<file path="config.mk">
export PLATFORM = sky130hd
export DESIGN_NAME = password_scan_compare_flat
export DESIGN_NICKNAME = d
export VERILOG_FILES = /design/src/rtl/password_scan_compare_if.sv /design/src/rtl/password_scan_compare.sv /design/src/flat_wrapper.sv
export SDC_FILE = /design/constraint.sdc
export NUM_CORES = 1
export LEC_CHECK = 0
export BUFFER_PORTS_ARGS = -buffer_cell sky130_fd_sc_hd__clkbuf_2
export CORE_MARGIN = 3
export CORE_UTILIZATION = 40
export DETAILED_ROUTE_END_ITERATION = 7
export RECOVER_POWER = 100
export SLEW_MARGIN = 20
export SYNTH_ARGS = -nofsm -noshare
export SYNTH_HDL_FRONTEND = slang
export SYNTH_SLANG_ARGS = --single-unit
</file>
<file path="constraint.sdc">
create_clock -name clk -period 3 [get_ports clk]
set_input_delay 0 -clock clk [delete_from_list [all_inputs] [get_ports clk]]
set_output_delay 0 -clock clk [all_outputs]
set_load 0.01 [all_outputs]
</file>
<file path="src/rtl/password_scan_compare_if.sv">
`default_nettype none
// +--------------------------------------------------------------------------+
// | password_scan_compare_if                                                 |
// | Control, status and ROM/RAM read bus of the password scan comparator.    |
// | Optional mismatch_cnt signal present when PASSWORD_SCAN_FULLCOUNT_EN.     |
// | Revision: 1.0                                                            |
// +--------------------------------------------------------------------------+
interface password_scan_compare_if #(
  parameter int DATA_W    = 16,
  parameter int ADDR_W    = 16,
  parameter int LEN_W     = 8,
  parameter int MAX_FAILS = 3
);
  localparam int FC_W = $clog2(MAX_FAILS + 1);

  logic              start;
  logic [ADDR_W-1:0] base_addr;
  logic [LEN_W-1:0]  length;
  logic              clear_lock;
  logic [ADDR_W-1:0] mem_addr;
  logic [DATA_W-1:0] rom_data;
  logic [DATA_W-1:0] ram_data;
  logic              busy;
  logic              done;
  logic              match;
  logic [ADDR_W-1:0] mismatch_addr;
  logic [FC_W-1:0]   fail_count;
  logic              locked;
`ifdef PASSWORD_SCAN_FULLCOUNT_EN
  logic [LEN_W-1:0]  mismatch_cnt;
`endif

  modport slave (
    input  start, base_addr, length, clear_lock, rom_data, ram_data,
    output mem_addr, busy, done, match, mismatch_addr, fail_count, locked
`ifdef PASSWORD_SCAN_FULLCOUNT_EN
    , output mismatch_cnt
`endif
  );

  modport master (
    output start, base_addr, length, clear_lock, rom_data, ram_data,
    input  mem_addr, busy, done, match, mismatch_addr, fail_count, locked
`ifdef PASSWORD_SCAN_FULLCOUNT_EN
    , input mismatch_cnt
`endif
  );
endinterface
`default_nettype wire

</file>
<file path="src/rtl/password_scan_compare.sv">
`default_nettype none
// +--------------------------------------------------------------------------+
// | password_scan_compare                                                    |
// | Scans an address window of the password ROM and RAM, compares words,     |
// | reports first mismatch and enforces a lockout after MAX_FAILS failures.  |
// | Optional: PASSWORD_SCAN_FULLCOUNT_EN (full scan with mismatch count).    |
// | Revision: 1.0                                                            |
// +--------------------------------------------------------------------------+
module password_scan_compare #(
  parameter int DATA_W    = 16,
  parameter int ADDR_W    = 16,
  parameter int LEN_W     = 8,
  parameter int MAX_FAILS = 3
) (
  input  logic                    clk,
  input  logic                    rst_n,
  password_scan_compare_if.slave  bus
);
  localparam int FC_W = $clog2(MAX_FAILS + 1);
  localparam logic [FC_W-1:0] c_MAX_FAILS = FC_W'(MAX_FAILS);

  typedef enum logic [1:0] {
    S_IDLE   = 2'd0,
    S_SCAN   = 2'd1,
    S_DRAIN  = 2'd2,
    S_LOCKED = 2'd3
  } state_t;

  state_t            r_state,    w_state;
  logic [ADDR_W-1:0] r_mem_addr, w_mem_addr;
  logic [LEN_W-1:0]  r_left,     w_left;
  logic              r_rd_vld,   w_rd_vld;
  logic              r_cmp_vld,  w_cmp_vld;
  logic [ADDR_W-1:0] r_cmp_addr, w_cmp_addr;
  logic              r_busy,     w_busy;
  logic              r_done,     w_done;
  logic              r_match,    w_match;
  logic [ADDR_W-1:0] r_mm_addr,  w_mm_addr;
  logic [FC_W-1:0]   r_fail,     w_fail;
  logic              r_locked,   w_locked;
  logic              r_lock_req, w_lock_req;
  logic              w_diff;
  logic              w_fin;
  logic              w_pass;
`ifdef PASSWORD_SCAN_FULLCOUNT_EN
  logic [LEN_W-1:0]  r_err_cnt,    w_err_cnt;
  logic              r_first_seen, w_first_seen;
  logic [ADDR_W-1:0] r_first_addr, w_first_addr;
  logic [LEN_W-1:0]  r_mm_cnt,     w_mm_cnt;
  logic [LEN_W-1:0]  w_cnt_now;
`endif

  always_ff @(posedge clk or negedge rst_n) begin
    if (!rst_n) begin
      r_state      <= S_IDLE;
      r_mem_addr   <= '0;
      r_left       <= '0;
      r_rd_vld     <= 1'b0;
      r_cmp_vld    <= 1'b0;
      r_cmp_addr   <= '0;
      r_busy       <= 1'b0;
      r_done       <= 1'b0;
      r_match      <= 1'b0;
      r_mm_addr    <= '0;
      r_fail       <= '0;
      r_locked     <= 1'b0;
      r_lock_req   <= 1'b0;
`ifdef PASSWORD_SCAN_FULLCOUNT_EN
      r_err_cnt    <= '0;
      r_first_seen <= 1'b0;
      r_first_addr <= '0;
      r_mm_cnt     <= '0;
`endif
    end else begin
      r_state      <= w_state;
      r_mem_addr   <= w_mem_addr;
      r_left       <= w_left;
      r_rd_vld     <= w_rd_vld;
      r_cmp_vld    <= w_cmp_vld;
      r_cmp_addr   <= w_cmp_addr;
      r_busy       <= w_busy;
      r_done       <= w_done;
      r_match      <= w_match;
      r_mm_addr    <= w_mm_addr;
      r_fail       <= w_fail;
      r_locked     <= w_locked;
      r_lock_req   <= w_lock_req;
`ifdef PASSWORD_SCAN_FULLCOUNT_EN
      r_err_cnt    <= w_err_cnt;
      r_first_seen <= w_first_seen;
      r_first_addr <= w_first_addr;
      r_mm_cnt     <= w_mm_cnt;
`endif
    end
  end

  // Two-stage valid pipe: r_rd_vld = read issued last edge, r_cmp_vld = data on the bus now.
  always_comb begin
    w_state    = r_state;
    w_mem_addr = r_mem_addr;
    w_left     = r_left;
    w_rd_vld   = r_rd_vld;
    w_cmp_vld  = r_rd_vld;
    w_cmp_addr = r_mem_addr;
    w_busy     = r_busy;
    w_done     = 1'b0;
    w_match    = r_match;
    w_mm_addr  = r_mm_addr;
    w_fail     = r_fail;
    w_locked   = r_locked;
    w_lock_req = r_lock_req;
    w_fin      = 1'b0;
    w_pass     = 1'b0;
    w_diff     = r_cmp_vld && (bus.rom_data != bus.ram_data);
`ifdef PASSWORD_SCAN_FULLCOUNT_EN
    w_err_cnt    = r_err_cnt;
    w_first_seen = r_first_seen;
    w_first_addr = r_first_addr;
    w_mm_cnt     = r_mm_cnt;
    w_cnt_now    = r_err_cnt + LEN_W'(w_diff);
`endif

    case (r_state)
      S_IDLE: begin
        if (bus.clear_lock) begin
          w_fail   = '0;
          w_locked = 1'b0;
        end else if (bus.start) begin
          w_busy = 1'b1;
`ifdef PASSWORD_SCAN_FULLCOUNT_EN
          w_err_cnt    = '0;
          w_first_seen = 1'b0;
`endif
          if (bus.length == '0) begin
            w_rd_vld = 1'b0;
            w_state  = S_DRAIN;
          end else begin
            w_mem_addr = bus.base_addr;
            w_left     = bus.length - LEN_W'(1);
            w_rd_vld   = 1'b1;
            w_state    = S_SCAN;
          end
        end
      end
      S_SCAN: begin
        if (r_left != '0) begin
          w_mem_addr = r_mem_addr + ADDR_W'(1);
          w_left     = r_left - LEN_W'(1);
          w_rd_vld   = 1'b1;
        end else begin
          w_rd_vld = 1'b0;
          w_state  = S_DRAIN;
        end
`ifdef PASSWORD_SCAN_FULLCOUNT_EN
        if (w_diff) begin
          w_err_cnt = w_cnt_now;
          if (!r_first_seen) begin
            w_first_seen = 1'b1;
            w_first_addr = r_cmp_addr;
          end
        end
`else
        if (w_diff) begin
          w_fin = 1'b1;
        end
`endif
      end
      S_DRAIN: begin
        // Holds the last compare; a zero-length window lands here with nothing to compare.
        w_fin = 1'b1;
`ifdef PASSWORD_SCAN_FULLCOUNT_EN
        w_pass = (w_cnt_now == '0);
`else
        w_pass = !w_diff;
`endif
      end
      S_LOCKED: begin
        if (r_lock_req) begin
          w_done     = 1'b1;
          w_match    = 1'b0;
          w_busy     = 1'b0;
          w_lock_req = 1'b0;
        end else if (bus.clear_lock) begin
          w_fail   = '0;
          w_locked = 1'b0;
          w_state  = S_IDLE;
        end else if (bus.start) begin
          w_lock_req = 1'b1;
          w_busy     = 1'b1;
        end
      end
      default: w_state = S_IDLE;
    endcase

    if (w_fin) begin
      w_done    = 1'b1;
      w_busy    = 1'b0;
      w_rd_vld  = 1'b0;
      w_cmp_vld = 1'b0;
      w_match   = w_pass;
      w_state   = S_IDLE;
`ifdef PASSWORD_SCAN_FULLCOUNT_EN
      w_mm_cnt  = w_cnt_now;
`endif
      if (w_pass) begin
        w_fail = '0;
      end else begin
`ifdef PASSWORD_SCAN_FULLCOUNT_EN
        w_mm_addr = r_first_seen ? r_first_addr : r_cmp_addr;
`else
        w_mm_addr = r_cmp_addr;
`endif
        if (r_fail != c_MAX_FAILS) begin
          w_fail = r_fail + FC_W'(1);
        end
        if (w_fail == c_MAX_FAILS) begin
          w_locked = 1'b1;
          w_state  = S_LOCKED;
        end
      end
    end
  end

  assign bus.mem_addr      = r_mem_addr;
  assign bus.busy          = r_busy;
  assign bus.done          = r_done;
  assign bus.match         = r_match;
  assign bus.mismatch_addr = r_mm_addr;
  assign bus.fail_count    = r_fail;
  assign bus.locked        = r_locked;
`ifdef PASSWORD_SCAN_FULLCOUNT_EN
  assign bus.mismatch_cnt  = r_mm_cnt;
`endif

endmodule
`default_nettype wire

</file>
<file path="src/flat_wrapper.sv">
// flat-port wrapper written by rule: the top's interface ports become plain ports
module password_scan_compare_flat 
#(
  parameter int DATA_W    = 16,
  parameter int ADDR_W    = 16,
  parameter int LEN_W     = 8,
  parameter int MAX_FAILS = 3
)
  (clk, rst_n, bus_start, bus_base_addr, bus_length, bus_clear_lock, bus_rom_data, bus_ram_data, bus_mem_addr, bus_busy, bus_done, bus_match, bus_mismatch_addr, bus_fail_count, bus_locked);
  password_scan_compare_if #(.DATA_W(DATA_W), .ADDR_W(ADDR_W), .LEN_W(LEN_W), .MAX_FAILS(MAX_FAILS)) bus_i ();
  input  logic clk;
  input  logic rst_n;
  input wire logic [$bits(bus_i.start)-1:0] bus_start;
  input wire logic [$bits(bus_i.base_addr)-1:0] bus_base_addr;
  input wire logic [$bits(bus_i.length)-1:0] bus_length;
  input wire logic [$bits(bus_i.clear_lock)-1:0] bus_clear_lock;
  input wire logic [$bits(bus_i.rom_data)-1:0] bus_rom_data;
  input wire logic [$bits(bus_i.ram_data)-1:0] bus_ram_data;
  output wire logic [$bits(bus_i.mem_addr)-1:0] bus_mem_addr;
  output wire logic [$bits(bus_i.busy)-1:0] bus_busy;
  output wire logic [$bits(bus_i.done)-1:0] bus_done;
  output wire logic [$bits(bus_i.match)-1:0] bus_match;
  output wire logic [$bits(bus_i.mismatch_addr)-1:0] bus_mismatch_addr;
  output wire logic [$bits(bus_i.fail_count)-1:0] bus_fail_count;
  output wire logic [$bits(bus_i.locked)-1:0] bus_locked;
  assign bus_i.start = bus_start;
  assign bus_i.base_addr = bus_base_addr;
  assign bus_i.length = bus_length;
  assign bus_i.clear_lock = bus_clear_lock;
  assign bus_i.rom_data = bus_rom_data;
  assign bus_i.ram_data = bus_ram_data;
  assign bus_mem_addr = bus_i.mem_addr;
  assign bus_busy = bus_i.busy;
  assign bus_done = bus_i.done;
  assign bus_match = bus_i.match;
  assign bus_mismatch_addr = bus_i.mismatch_addr;
  assign bus_fail_count = bus_i.fail_count;
  assign bus_locked = bus_i.locked;
  password_scan_compare #(.DATA_W(DATA_W), .ADDR_W(ADDR_W), .LEN_W(LEN_W), .MAX_FAILS(MAX_FAILS)) u_core (.clk(clk), .rst_n(rst_n), .bus(bus_i));
endmodule
</file>
---- Yosys cells after proc, flatten, opt, wreduce, memory -nomap -nowiden ----
Index checks and enable logic that the tools add are counted.
word-level totals
  register bits after elaboration ......... 67
  input bits .............................. 60
  output and inout port bits .............. 38
  logic and storage cells ................. 107
cells by class
  $add $sub $neg .......................... 4
  eq/ne operators ......................... 15
  multiplexer cells ....................... 58
  bitwise operators ....................... 1
  reductions and logical operators ........ 16
operator list
  cell                   number
  $mux 16                4
  $mux 2                 16
  $mux 8                 4
  $pmux 16 s2            1
  $mux 1                 26
  $add 16x1->16 const B  1
  $ne 16x16->1           1
  $pmux 8 s2             1
  $sub 8x1->8 const B    2
  $ne 3x2->1 const B     4
  $logic_not 8->1        1
  $ne 2x2->1 const B     4
  $pmux 1 s2             4
  $reduce_bool 8->1      1
  $eq 2x2->1 const B     3
  $pmux 2 s3             1
  $reduce_and 6->1       1
  $reduce_bool 2->1      3
  $reduce_bool 3->1      2
  $reduce_and 5->1       1
  $pmux 2 s2             1
  $reduce_and 2->1       2
  $reduce_bool 4->1      1
  $ne 3x3->1 const B     1
  8 further kinds        8

---- Longest topological paths before layout ----
Gate-level depths: netlist of run 1.
  depth in word-level cells ............... 10
  depth in mapped cells ................... 12
  gate-level depth less buffers ........... 9

---- Worst setup path after synthesis of run 1 ----
Ideal clock, no wire load.
  kind .................................... register to register
  from .................................... register u_core.r_state[1]
  to ...................................... register u_core.r_left[6]
  library setup time ...................... 0.078 ns
  arrival time ............................ 2.543 ns
  data required time ...................... 2.922 ns
  path slack .............................. 0.379 ns
  stages on the path, launching flop included .. 13
  buffers on the path ..................... 3
  period minus slack after synthesis ...... 2.621 ns
  cell sequence ........................... dfrtp_1 -> inv_1 -> ha_1 -> buf_2 -> buf_2 -> buf_1 -> mux2i_1 -> ha_1 -> o21a_1 -> nor2b_1 -> xor2_1 -> o22ai_1 -> a21oi_1
between the ends
  word-level cells in the longest chain between the ends .. 3
  elaborated cells on any way between the ends .. 9
  classes of those cells .................. eq/ne (5); mux (1); reduce/logical (3)
RTL lines
  element                                               line                          RTL
  from (decl)                                           password_scan_compare.sv:29   state_t r_state, w_state;
  from (signal assigned)                                password_scan_compare.sv:75   r_state <= w_state;
  $eq 2x1->1 / $logic_not 2->1 (equally long branches)  password_scan_compare.sv:123  case (r_state)
  $ne 2x1->1 (no line), or another cell as far along    --
  $reduce_and 5->1 (no line)                            --
  to (signal assigned)                                  password_scan_compare.sv:77   r_left <= w_left;
  to (decl)                                             password_scan_compare.sv:31   logic [LEN_W-1:0] r_left, w_left;
Parallel ways exist; a longest one is shown, timed or not.
A chain may end at the register's enable or synchronous reset.

---- Worst setup path after layout of run 1 ----
  from .................................... register u_core.r_state[1]
  to ...................................... register u_core.r_mem_addr[4], in the netlist u_core.bus.mem_addr[4]
between the ends
  word-level cells in the longest chain between the ends .. 3
  elaborated cells on any way between the ends .. 9
  classes of those cells .................. eq/ne (5); mux (1); reduce/logical (3)
RTL lines
  element                                               line                          RTL
  $eq 2x1->1 / $logic_not 2->1 (equally long branches)  password_scan_compare.sv:123
  $ne 2x1->1 (no line), or another cell as far along    --
  $reduce_and 5->1 (no line)                            --
  to (signal assigned)                                  password_scan_compare.sv:76   r_mem_addr <= w_mem_addr;
  to (decl)                                             password_scan_compare.sv:30   logic [ADDR_W-1:0] r_mem_addr, w_mem_addr;
Parallel ways exist; a longest one is shown, timed or not.

==> results summary, run 1 <==
The worst path in the final design needs a cycle of ~2.5 ns, including I/O delays and setup. Setup violations remaining at the end of the flow were counted as 0. In the synthesized netlist, mux cells make up a little under a tenth of the area. The area of the core region is 8258 um^2. The detail-routed via count per cell came out at 5.222.

The routed wire length is 8172 um. The root buffer selected by CTS is sky130_fd_sc_hd__clkbuf_8. In the synthesized netlist the dominant register cell turns out to be sky130_fd_sc_hd__dfrtp_1.

The flow ran to the end, and the final reports show no timing, DRC or antenna violations. The number of maximum-capacitance constraint violations came out at 0. Cell internal power was estimated by the tool at ~2.7 mW.

The portion of total power attributed to combinational logic is 44.0%. The post-route core utilization is between 50% and 60%. The netlist uses 55 different library cells.

The fraction of synthesized cell area in xor and xnor cells is approximately 5.4%. The fraction of power spent switching nets is 40.70%. The cell area after technology mapping is 3421 um^2.

The number of DRC markers in iteration 0 came out at ~190. After Yosys synthesis, full adders, half adders and majority gates account for 2.926% of the synthesized area. The worst hold margin came out at ~0.056 ns. The deepest level of the CTS H-tree is 3.

The total I/O pin count is slightly below 100. The number of storage elements in the synthesis netlist is 67. The main combinational cell family by area after synthesis is compound AO/OA/AOI/OAI gates. The signal on the critical path passes through inv_1 -> ha_1 -> buf_4 -> inv_2 -> o22ai_1 -> nor2_1 -> a221o_1. The critical path in this run is classified as register to register. The number of nets handed over by synthesis was 393. In this run the tightest slew margin relative to its limit is a little over a fifth. The slew at the pin closest to its max-slew limit came out at 1.175 ns. The total leakage power is 1.918 nW.

The floorplan step defined a die boundary enclosing 9697 um^2. The clock transition at the registers of the reported paths is roughly 0.070 ns. VDD sags by at most 0.0003551 V. The highest attainable clock frequency is 394.1 MHz. The number of antenna violations at the first check in global routing came to 0.

The maximum fanout along the worst path is 13. TritonCTS built the clock tree. The worst setup path is launched from a register. The post-synthesis compound-gate area fraction is 16.79%. The number of remaining DRC errors is 0. The number of core rows came out at 33.

The first-pass iteration count of the detailed router came out at 4. The Yosys step of the flow raised 0 warnings. The largest individual stage delay along the critical path comes from the cell sky130_fd_sc_hd__o22ai_1.

The final hold violation count is 0. The number of synthesized flops with an enable pin is 0. The biggest area consumer among synthesized cells is sky130_fd_sc_hd__dfrtp_1.

The routed length per placed instance is 14.65 um. Global routing used ~18% of the available tracks across all layers. In the finished design, the share of the clock period the worst path needs comes to around 85%. The global placement routability congestion is slightly below 0.9.

The number of buffers inserted by post-CTS setup repair came out at 0. The worst clock skew on the final layout came out at 0.01248 ns. The total number of nets in the final design is 516.

The final max-slew violation count came out at 0. The area share of the leading cell type in the synthesized netlist came out at 49.01%. Summed over all nets, the switching power comes to 1.862 mW. Entering global routing, the biggest net connects 50 pins. The simple logic cell fraction of the synthesized area came out at between 10% and 20%.

Synthesis handed over a netlist of 325 instances. The data arrival time at the worst-slack endpoint is roughly 2.8 ns. The number of inserted diodes came out at 0. The sequential cell fraction of total power is 38.1%. The number of vias after detailed routing came out at slightly below 3000.

The share of final-layout standard cells stronger than drive strength 1 is between 20 and 25%. The total global routing overflow is 0. The total negative setup slack is 0 ns. The min-delay analysis places its worst path in the category input pin to register.

The later pin in the worst-skew pair is clocked with a latency of 0.35 ns. Averaged over all synthesized cells, the footprint is between 10 and 15 um^2. The sequential-to-total area share from yosys stat is 49.01%. The die is between 90 and 100 um tall. The power share of the clock group came out at 17.9%.

The x dimension of the die came out at 98.48 um. By area the synthesized netlist is led by sky130_fd_sc_hd__dfrtp_1, sky130_fd_sc_hd__xor2_1, sky130_fd_sc_hd__mux2_1. On the worst path, the slowest cell contributes a delay of 0.64 ns. STA classifies the critical path endpoint as a register. The clock net in this run drives a total of 67 sinks.

The effective utilization at floorplan is 41.42%. The number of port buffers came out at 97. The area growth from synthesis to layout is 27.07%. The wire length of the first global-routing pass came out at ~14000 um. Buffers inserted during clock tree synthesis total 9. The estimated wirelength of the detail-placed design came out at 6122 um. The maximum clock insertion buffer count is 2. Setup repair after global routing left no endpoint under its margin. The power density over the cells is 1053 nW/um^2. At the worst endpoint, the required time is 3.23 ns. The number of global-route vias before repair is 2847. The share of flip-flops with an asynchronous set or reset is 100.0%. The post-route antenna net violation count is 0.
[layer usage]
layer,GRT usage (%),up-vias,wire length [um]
li1,-,1445,-
met1,23.19,1394,3703
met2,28.45,63,3931
met3,4.317,12,389
met4,6.513,0,148
met5,0,-,0
[synthesized netlist by cell type, types with 2 or more instances]
cell,count
sky130_fd_sc_hd__nor3_1,11
sky130_fd_sc_hd__o32ai_1,2
sky130_fd_sc_hd__inv_1,8
sky130_fd_sc_hd__and2_1,3
sky130_fd_sc_hd__dfrtp_1,67
sky130_fd_sc_hd__a21oi_1,25
sky130_fd_sc_hd__clkbuf_1,3
sky130_fd_sc_hd__nand2_1,28
sky130_fd_sc_hd__nand3_1,8
sky130_fd_sc_hd__buf_6,3
sky130_fd_sc_hd__nor4_2,3
sky130_fd_sc_hd__o22ai_1,14
sky130_fd_sc_hd__nor2_1,17
sky130_fd_sc_hd__buf_2,5
sky130_fd_sc_hd__a22oi_1,3
sky130_fd_sc_hd__nor3b_1,2
sky130_fd_sc_hd__nor2b_1,2
sky130_fd_sc_hd__a31oi_1,4
sky130_fd_sc_hd__ha_1,8
sky130_fd_sc_hd__mux2i_1,10
sky130_fd_sc_hd__mux2_2,5
sky130_fd_sc_hd__o21ai_0,8
sky130_fd_sc_hd__nand4_1,3
sky130_fd_sc_hd__a31o_1,2
sky130_fd_sc_hd__nor4_1,4
sky130_fd_sc_hd__and3_1,4
sky130_fd_sc_hd__xor2_1,20
sky130_fd_sc_hd__mux2_1,15
sky130_fd_sc_hd__o21ai_1,11
sky130_fd_sc_hd__a21o_1,2
[stage by stage]
stage          instances  power (mW)  setup slack (ns)  instance area [um^2]
5_1_grt              558       4.972            0.2540                  4347
4_1_cts              558       4.750            0.6512                  4432
2_1_floorplan        325       3.210            0.3792                  3421
3_5_place_dp         523       3.904            0.6688                  4024
6_report             558       4.575            0.4627                  4347
3_3_place_gp         523       3.847            0.7706                  4024
[worst max-delay path, delay by kind of cell, from the launching register on]
family,cells,cell delay (ns)
simple gates,1,0.23
fa+ha+maj,1,0.31
compound gates,2,0.97
flops,1,0.42
buf+inv,3,0.47
[state kept, by name, indices dropped and copies added, names as in the netlist]
signal	count
u_core.bus.mem_addr	16
u_core.bus.mismatch_addr	16
u_core.r_cmp_addr	16
u_core.r_left	8
u_core.bus.fail_count	2
u_core.r_state	2
u_core.bus.busy	1
u_core.bus.done	1
u_core.bus.locked	1
u_core.bus.match	1
u_core.r_cmp_vld	1
u_core.r_lock_req	1
u_core.r_rd_vld	1
[what timing repair did]
action | CTS | global route
gates resized for setup | 0 | 0
hold buffers | 19 | 0
endpoints found under the hold margin | 65 | 0
[placed cells by master, fill, tap and decap left out, drive strengths merged, types with 2 or more instances in the layout]
master       netlist  layout
mux2i             10      10
o22ai             15      15
nor2              18      18
nor2b              2       2
nand4              3       3
clkbuf             3     111
a31oi              4       4
bufinv             0       2
nand3              8       8
dfrtp             67      67
nor3b              2       2
o32ai              2       2
mux2              20      20
clkinv             0       3
nand2             28      28
a31o               3       3
ha                 8       8
a41oi              2       2
dlygate4sd3        0      19
o21ai             20      20
xor2              20      20
a21oi             25      25
a21o               2       2
inv                9       9
and2               3       3
nor4               7       7
buf                9       4
and3               4       4
nor3              12      12
a22oi              3       3
[final timing paths]
| path | to | from | slack [ns] | cells past startpoint |
|---|---|---|---|---|
| setup / recovery | u_core.bus.mem_addr[4] | u_core.r_state[1] | 0.46 | 7 |
| hold / removal | u_core.r_left[5] | bus_length[5] | 0.06 | 4 |
| setup reg to reg | u_core.bus.mem_addr[4] | u_core.r_state[1] | 0.46 | 7 |
| hold reg to reg | u_core.r_cmp_addr[5] | u_core.bus.mem_addr[5] | 0.45 | 0 |
| max in group asynchronous | u_core.bus.busy | rst_n | 1.41 | 3 |
| min in group asynchronous | u_core.r_cmp_addr[4] | rst_n | 0.42 | 2 |
[cells by family (layout without fill, tap and decap cells)]
family,count (synthesis),count (layout)
and+or+nand+nor,90,90
buffers and inverters,21,149
DFF,67,67
adders and majority gates,8,8
AOI/OAI and AO/OA,88,88
xor gates and xnor gates,21,21
muxes,30,30
[area by class of cell]
class / instances / area, um^2
Clock inverter: 6 / 90.09
Timing Repair Buffer: 124 / 674.4
Tap cell: 105 / 131.4
Fill cell: 812 / 3911
Clock buffer: 10 / 127.6
Inverter: 9 / 33.78
Sequential cell: 67 / 1677
Multi-Input combinational cell: 237 / 1613
[power by group through the flow]
stage	Sequential (mW)	Combinational (mW)	Clock (mW)
2_1_floorplan	1.80	1.41	0
3_3_place_gp	1.75	2.10	0
3_5_place_dp	1.77	2.13	0
4_1_cts	1.75	2.15	0.843
5_1_grt	1.82	2.27	0.884
6_report	1.74	2.01	0.820
Note: power is estimated with default switching activity, not from simulation.
==> inputs of run 2 (changes only) <==
Settings changed: ABC_AREA set to 1, PLACE_DENSITY set to 0.66.
Clock period 3 ns to 2.15 ns, I/O delays scaled along.
==> results summary, run 2 <==
The post-route antenna net violation count is 0 (unchanged). The die height is 102.8 um (+4.3%). The period utilization came to 92.92% (+8.3 points). The maximum fanout along the worst path is 5 (-8).

Setup repair after global routing could not meet its margin everywhere. The wire length of the first global-routing pass came out at 14840 um (+8.2%). The number of core rows is 34 (+3.0%). The largest voltage drop on the vdd net is 0.0005190 V (+46%). In this run the worst hold path is classified as input pin to register. The sequential cell area is 1678 um^2 (about the same). The sum of met2 wire segment lengths after detailed routing was 4263 um (+8.4%).

The total number of nets in the final design came to 689 (+34%). The number of DRC markers in iteration 0 was 172 (-10%). The global placement routability congestion came out at 0.9032 (+1.9%). The area growth from synthesis to layout is 24.79%. The synthesized netlist net count is 568 (+45%). The overall power consumption was 6.585 mW (+44%). For this run, the leading register cell type out of synthesis is sky130_fd_sc_hd__dfrtp_1. Sorting the synthesized cells by area gives the leading types as sky130_fd_sc_hd__dfrtp_1, sky130_fd_sc_hd__nand2_1, sky130_fd_sc_hd__inv_1. The maximum clock insertion buffer count came out at 2 (unchanged).

The number of antenna violations at the first check in global routing came to 0 (unchanged). The sequential-to-total area share from yosys stat is 44.77% (-4.2 points). The area of combinational cells with multiple inputs came out at 1745 um^2 (+8.2%). The post-layout minimum cycle time came to 1.998 ns (-0.5396 ns). The length of routed wiring on met1 came out at 4291 um (+16%). The number of port buffers came out at 97 (unchanged). The cell area after technology mapping is 3745 um^2 (+9.5%). The worst-skew pair later-pin latency came out at 0.35 ns (about the same).

The total I/O pin count was 98 (unchanged). The area of the core region came to 8891 um^2 (+7.7%). The full die area came to 10560 um^2 (+8.9%). Counting instances in the post-synthesis netlist gives the leading cell types as sky130_fd_sc_hd__nand2_1, sky130_fd_sc_hd__dfrtp_1, sky130_fd_sc_hd__inv_1. The worst hold path begins at bus_base_addr[10]. The share of final-layout standard cells stronger than drive strength 1 is 18.85% (-1.2 points).

The data arrival time at the worst-slack endpoint is 2.24 ns (-0.53 ns). The clock transition at the registers of the reported paths came to 0.09 ns (+0.02 ns). The final hold violation count was 0 (unchanged). The leading cell type by number of instances after synthesis is sky130_fd_sc_hd__nand2_1. The number of cells produced by synthesis is 500 (+54%). In this run the clock root is driven by a sky130_fd_sc_hd__clkbuf_8. The final max-slew violation count came out at 0 (unchanged). The total leakage power was 2.468 nW (+29%). Leaving out fill and tap cells, the most frequent cells in the layout are sky130_fd_sc_hd__nand2_1, sky130_fd_sc_hd__dfrtp_1, sky130_fd_sc_hd__inv_1, sky130_fd_sc_hd__clkbuf_2, sky130_fd_sc_hd__nor2_1.

The count of unique library cells instantiated by Yosys came out at 38 (-31%). The design area is 4673 um^2 (+7.5%). The number of synthesized flops with an enable pin came out at 0 (unchanged). The fill cell total of the finished layout is 917 (+13%). The run finished with clean final reports.

The worst setup path is launched from a register. The sum of met3 wire segment lengths after detailed routing came to 540 um (+39%). The estimated wirelength of the detail-placed design is 6994 um (+14%). The x dimension of the die came out at 102.8 um (+4.3%). The maximum number of pins on one net before global-route repair came to 27 (-46%). The synthesized design spends more area on one cell type than any other, namely sky130_fd_sc_hd__dfrtp_1.

The area share of the leading cell type in the synthesized netlist came out at 44.77% (-4.2 points). The slew at the pin closest to its max-slew limit is 1.177 ns (+0.002764 ns). The number of vias after detailed routing was 3550 (+22%). The total global routing overflow is 0 (unchanged). The number of maximum-capacitance constraint violations is 0 (unchanged). TritonCTS built the clock tree.

The detail-routed via count per cell is 4.837 (-7.4%). In this run the worst setup path begins at u_core.r_state[0]. In this run the critical register-to-register path is launched from u_core.r_state[0]. The most common cell after layout, fill and taps aside is sky130_fd_sc_hd__nand2_1. The cell area reported after detailed placement was 4357 um^2 (+8.3%). The data required time of the worst path came out at 2.39 ns (-0.84 ns). The number of global-route vias before repair was 3245 (+14%).

The number of storage elements in the synthesis netlist came out at 67 (unchanged). The mean instance size in the synthesized netlist came out at 7.490 um^2 (-29%). The effective utilization at floorplan is 42.12% (+0.70 points). The worst clock skew on the final layout came out at 0.008814 ns (-0.003668 ns). The element type at the critical path end is a register. The first-pass iteration count of the detailed router is 4 (unchanged). The count of synthesis-stage warnings from yosys is 0 (unchanged). The deepest level of the CTS H-tree is 3 (unchanged). The number of inserted diodes is 0 (unchanged). The final count of negative-setup-slack endpoints came out at 0 (unchanged). The all-layer global routing usage is 17.74% (+0.091 points).

The number of buffers created by CTS came out at 9 (unchanged). The number of remaining DRC errors came out at 0 (unchanged). The detailed router used layers up to and including met4.

The routed wire length came to 9245 um (+13%). The critical path is of the register to register type. The TritonCTS sink count is 67 (unchanged). The normalized max-slew margin is 21.50% (-0.18 points).

The highest attainable clock frequency came out at 500.6 MHz (+27%). The routed length per placed instance is 12.60 um (-14%). The power density over the cells came out at 1409 nW/um^2 (+34%).

The share of flip-flops with an asynchronous set or reset was 100.0% (unchanged).
run 2: cell type report:
type / instances / area share (%)
clock buffer: 9 / 2.651
clock inverter: 7 / 1.794
inverter: 65 / 5.382
multi-input combinational: 355 / 37.35
sequential: 67 / 35.90
tap: 108 / 2.892
timing repair buffer: 123 / 14.03
run 2: critical path, cell delays in order, from the launching register on:
cell                        delay (ns)
sky130_fd_sc_hd__dfrtp_2          0.43
sky130_fd_sc_hd__inv_1            0.08
sky130_fd_sc_hd__ha_1             0.38
sky130_fd_sc_hd__a21oi_1          0.17
sky130_fd_sc_hd__nand2_2          0.11
sky130_fd_sc_hd__nand3_1          0.08
sky130_fd_sc_hd__o21ai_0          0.12
sky130_fd_sc_hd__nand2_1          0.09
sky130_fd_sc_hd__inv_1            0.05
sky130_fd_sc_hd__o2111ai_1        0.16
sky130_fd_sc_hd__nand2_1          0.10
sky130_fd_sc_hd__nand2_1          0.08
sky130_fd_sc_hd__nand2_1          0.04
run 2: path summary, 6_finish.rpt:
path                       slack (ns)  cells after the start                            to
max                              0.15                     12             u_core.r_state[1]
min                              0.02                      5       u_core.bus.mem_addr[10]
max reg2reg                      0.15                     12             u_core.r_state[1]
min reg2reg                      0.45                      2   u_core.bus.mismatch_addr[0]
max in group asynchronous        0.45                      3             u_core.r_state[0]
min in group asynchronous        0.41                      2  u_core.bus.mismatch_addr[11]
run 2: power breakdown:
part	switching, mW	internal [mW]
logic	2.01	1.10
registers	0.503	1.87
clock network	0.549	0.558
run 2: timing repair:
action                     in CTS  in global routing
gates resized for setup         0                  7
setup endpoints to repair       0                 12
hold buffers                   14                  0
setup buffers                   0                  1
hold endpoints to repair       33                  0
run 2: cells by family (layout without fill, tap and decap cells):
group	count (synthesis)	after routing	share of synthesized area [%]
compound gates	62	62	9.255
xor+xnor	10	10	2.339
fa+ha+maj	8	8	2.673
buf+inv	78	204	9.088
flops	67	67	44.77
mux	2	2	0.5346
simple gates	273	273	31.34
run 2: metrics by stage:
step	setup TNS (ns)	util [%]	hold WS, ns	setup slack [ns]	instances
floorplan	0	-	-0.2956	0.2356	500
global placement	0	49.00	-0.01428	0.1483	703
detailed placement	0	49.00	-0.007527	0.07796	703
CTS	0	52.91	0.01277	0.04619	733
global route	-0.02855	52.56	0.03986	-0.01894	734
finish	0	52.56	0.02343	0.1523	734
run 2: per-layer routing:
| layer | global-route usage (%) | vias to the layer above |
|---|---|---|
| met5 | 0 | - |
| met4 | 5.578 | 0 |
| li1 | - | 1805 |
| met3 | 3.315 | 16 |
| met1 | 24.58 | 1629 |
| met2 | 28.35 | 100 |
==> inputs of run 3 (changes only) <==
Settings changed: CORE_ASPECT_RATIO set to 2.
==> results summary, run 3 (same netlist as run 2, synthesis figures left out) <==
The flow ran to the end, and the final reports show no timing, DRC or antenna violations. The total leakage power is 2.509 nW (+1.7%). The total negative setup slack is 0 ns (unchanged). The post-layout minimum cycle time is 1.972 ns (-0.02607 ns). The effective utilization at floorplan came out at 41.27% (-0.85 points).

The cell depth of the worst hold path came to 4 (-1). The clock transition at the registers of the reported paths came to 0.06 ns (-0.03 ns). The largest voltage drop on the vdd net is 0.0006886 V (+33%).

The class of the tightest hold or removal check is input pin to register. The number of vias after detailed routing was 3524 (-0.73%). CTS placed an instance of sky130_fd_sc_hd__clkbuf_16 at the clock tree root. The critical path is of the register to register type.

The number of remaining DRC errors is 0 (unchanged). The slew at the pin closest to its max-slew limit is 0.8140 ns (-0.3635 ns). The number of antenna violations at the first check in global routing came out at 0 (unchanged).

The share of final-layout standard cells stronger than drive strength 1 is 17.47% (-1.4 points). The area of the core region came to 9074 um^2 (+2.1%). Leaving out fill and tap cells, the most frequent cell in the layout is sky130_fd_sc_hd__nand2_1. The number of core rows is 49 (+44%). The top cell types in the final layout, fill and taps aside, are sky130_fd_sc_hd__nand2_1, sky130_fd_sc_hd__dfrtp_1, sky130_fd_sc_hd__inv_1, sky130_fd_sc_hd__clkbuf_2, sky130_fd_sc_hd__nor2_1. The maximum fanout along the worst path is 19 (+14). The largest incremental delay on the critical path came out at 0.44 ns (about the same). The cell count of the worst reg-to-reg path is 10 (-2). The total number of nets in the final design was 687 (-0.29%). The post-route antenna net violation count came out at 0 (unchanged). The global placement routability congestion came out at 0.8071 (-11%). The data required time of the worst path came out at 2.40 ns (about the same). The deepest level of the CTS H-tree came out at 3 (unchanged). The worst register-to-register path ends at u_core.r_left[6]. The number of inserted diodes came to 0 (unchanged). The number of maximum-capacitance constraint violations is 0 (unchanged).

The total I/O pin count came to 98 (unchanged). The period utilization came out at 91.70% (-1.2 points). The area growth from synthesis to layout is 27.40%.

The power density over the cells is 1465 nW/um^2 (+4.0%). The routed length per placed instance was 12.59 um (about the same). The full die area came out at 10630 um^2 (+0.67%). The worst setup path startpoint is u_core.r_state[1]. The number of global-route vias before repair came out at 3296 (+1.6%). The slack of the worst reg-to-reg path came out at 0.18 ns (+0.03 ns). The maximum number of pins on one net before global-route repair is 39 (+44%). The number of DRC markers in iteration 0 came out at 215 (+25%). The first-pass iteration count of the detailed router was 4 (unchanged). The all-layer global routing usage is 18.13% (+0.39 points). The number of port buffers is 97 (unchanged). The detail-routed via count per cell is 4.854 (+0.36%). Following the worst setup path forward leads to its endpoint at u_core.r_left[6]. The final max-slew violation count is 0 (unchanged).

The data arrival time at the worst-slack endpoint was 2.23 ns (about the same). The estimated wirelength of the detail-placed design came to 6845 um (-2.1%). The wire length of the first global-routing pass came out at 14810 um (-0.18%).

The routed wire length is 9143 um (-1.1%). The total global routing overflow came out at 0 (unchanged). The post-route core utilization is 52.58% (about the same). The final hold violation count is 0 (unchanged). The highest attainable clock frequency was 507.2 MHz (+1.3%).

The reg-to-reg startpoint is u_core.r_state[1]. Setup repair after global routing left no endpoint under its margin. The kind of start point of the critical path is a register.

The die height came out at 142.8 um (+39%). The normalized max-slew margin is 45.74% (+24 points). The worst clock skew on the final layout came to 0.007192 ns (-0.001622 ns).

TritonCTS built the clock tree. The x dimension of the die came out at 74.42 um (-28%). The TritonCTS sink count is 67 (unchanged). The number of buffers created by CTS is 9 (unchanged).

On the critical path, the stage with the largest delay is an instance of sky130_fd_sc_hd__dfrtp_1. The maximum clock insertion buffer count was 2 (unchanged). The final count of negative-setup-slack endpoints came out at 0 (unchanged).

The worst-skew pair later-pin latency came out at 0.33 ns (-0.02 ns). Walking the worst path, the cells encountered are inv_2 -> ha_4 -> buf_12 -> mux2i_2 -> ha_1 -> inv_1 -> nor2_2 -> nand3_1 -> xnor2_1 -> o21ai_0. STA classifies the critical path endpoint as a register.
-- run 3: cell types whose count changed in the layout (fill, tap and decap cells not counted), sizes merged --
cell / delta
clkinv: +1
buf: -4
clkbuf: +3
inv: -2
-- run 3: metrics by stage --
stage	power, mW	hold slack, ns	std cells	cell area (um^2)	setup WS (ns)
2_1_floorplan	4.534	-0.2956	500	3745	0.2356
3_3_place_gp	5.445	-0.1238	695	4347	0.1853
3_5_place_dp	5.537	-0.1172	695	4347	0.07152
4_1_cts	7.097	0.02490	725	4798	0.06403
5_1_grt	7.620	0.07784	726	4771	0.02123
6_report	6.989	0.03215	726	4771	0.1784
-- run 3: cell type report --
cell class,instances,area (um^2)
clock buffer,10,239.0
clock inverter,6,72.57
fill,912,4303
inverter,65,246.5
multi-input combinational,355,1740
sequential,67,1678
tap,102,127.6
timing repair buffer,121,666.9
-- run 3: how the worst min path moves through the flow --
stage / start / end
floorplan: rst_n / u_core.bus.busy
global route: bus_base_addr[4] / u_core.bus.mem_addr[4]
detailed placement: rst_n / u_core.bus.mismatch_addr[13]
global placement: rst_n / u_core.bus.mismatch_addr[11]
CTS: bus_clear_lock / u_core.r_lock_req
finish: bus_clear_lock / u_core.r_lock_req
-- run 3: critical path, delay by kind of cell, from the launching register on --
family / cells / cell delay [ns]
adders and majority gates: 2 / 0.36
muxes: 1 / 0.25
DFF: 1 / 0.44
and+or+nand+nor: 2 / 0.23
buffers and inverters: 3 / 0.34
xor gates and xnor gates: 1 / 0.13
AOI/OAI and AO/OA: 1 / 0.14
-- run 3: layer usage --
layer | wire, um | vias up | share of wire, % | track usage (%)
met4 | 223 | 0 | 2.4 | 9.381
li1 | - | 1802 | - | -
met1 | 3419 | 1626 | 37 | 19.05
met2 | 5106 | 83 | 56 | 33.18
met5 | 0 | - | 0 | 0
met3 | 394 | 13 | 4.3 | 2.960
-- run 3: timing repair --
item                                   CTS  global route
endpoints found under the hold margin   80             0
hold buffers                            14             0
setup buffers                            0             0
resized for setup                        0            10
setup endpoints to repair                0            10
-- run 3: report_power, final --
part / leakage (nW) / internal [mW] / total (mW) / switching (mW)
Clock: 0.150 / 0.940 / 1.50 / 0.559
Sequential: 0.823 / 1.87 / 2.36 / 0.489
Combinational: 1.54 / 1.13 / 3.13 / 2.00
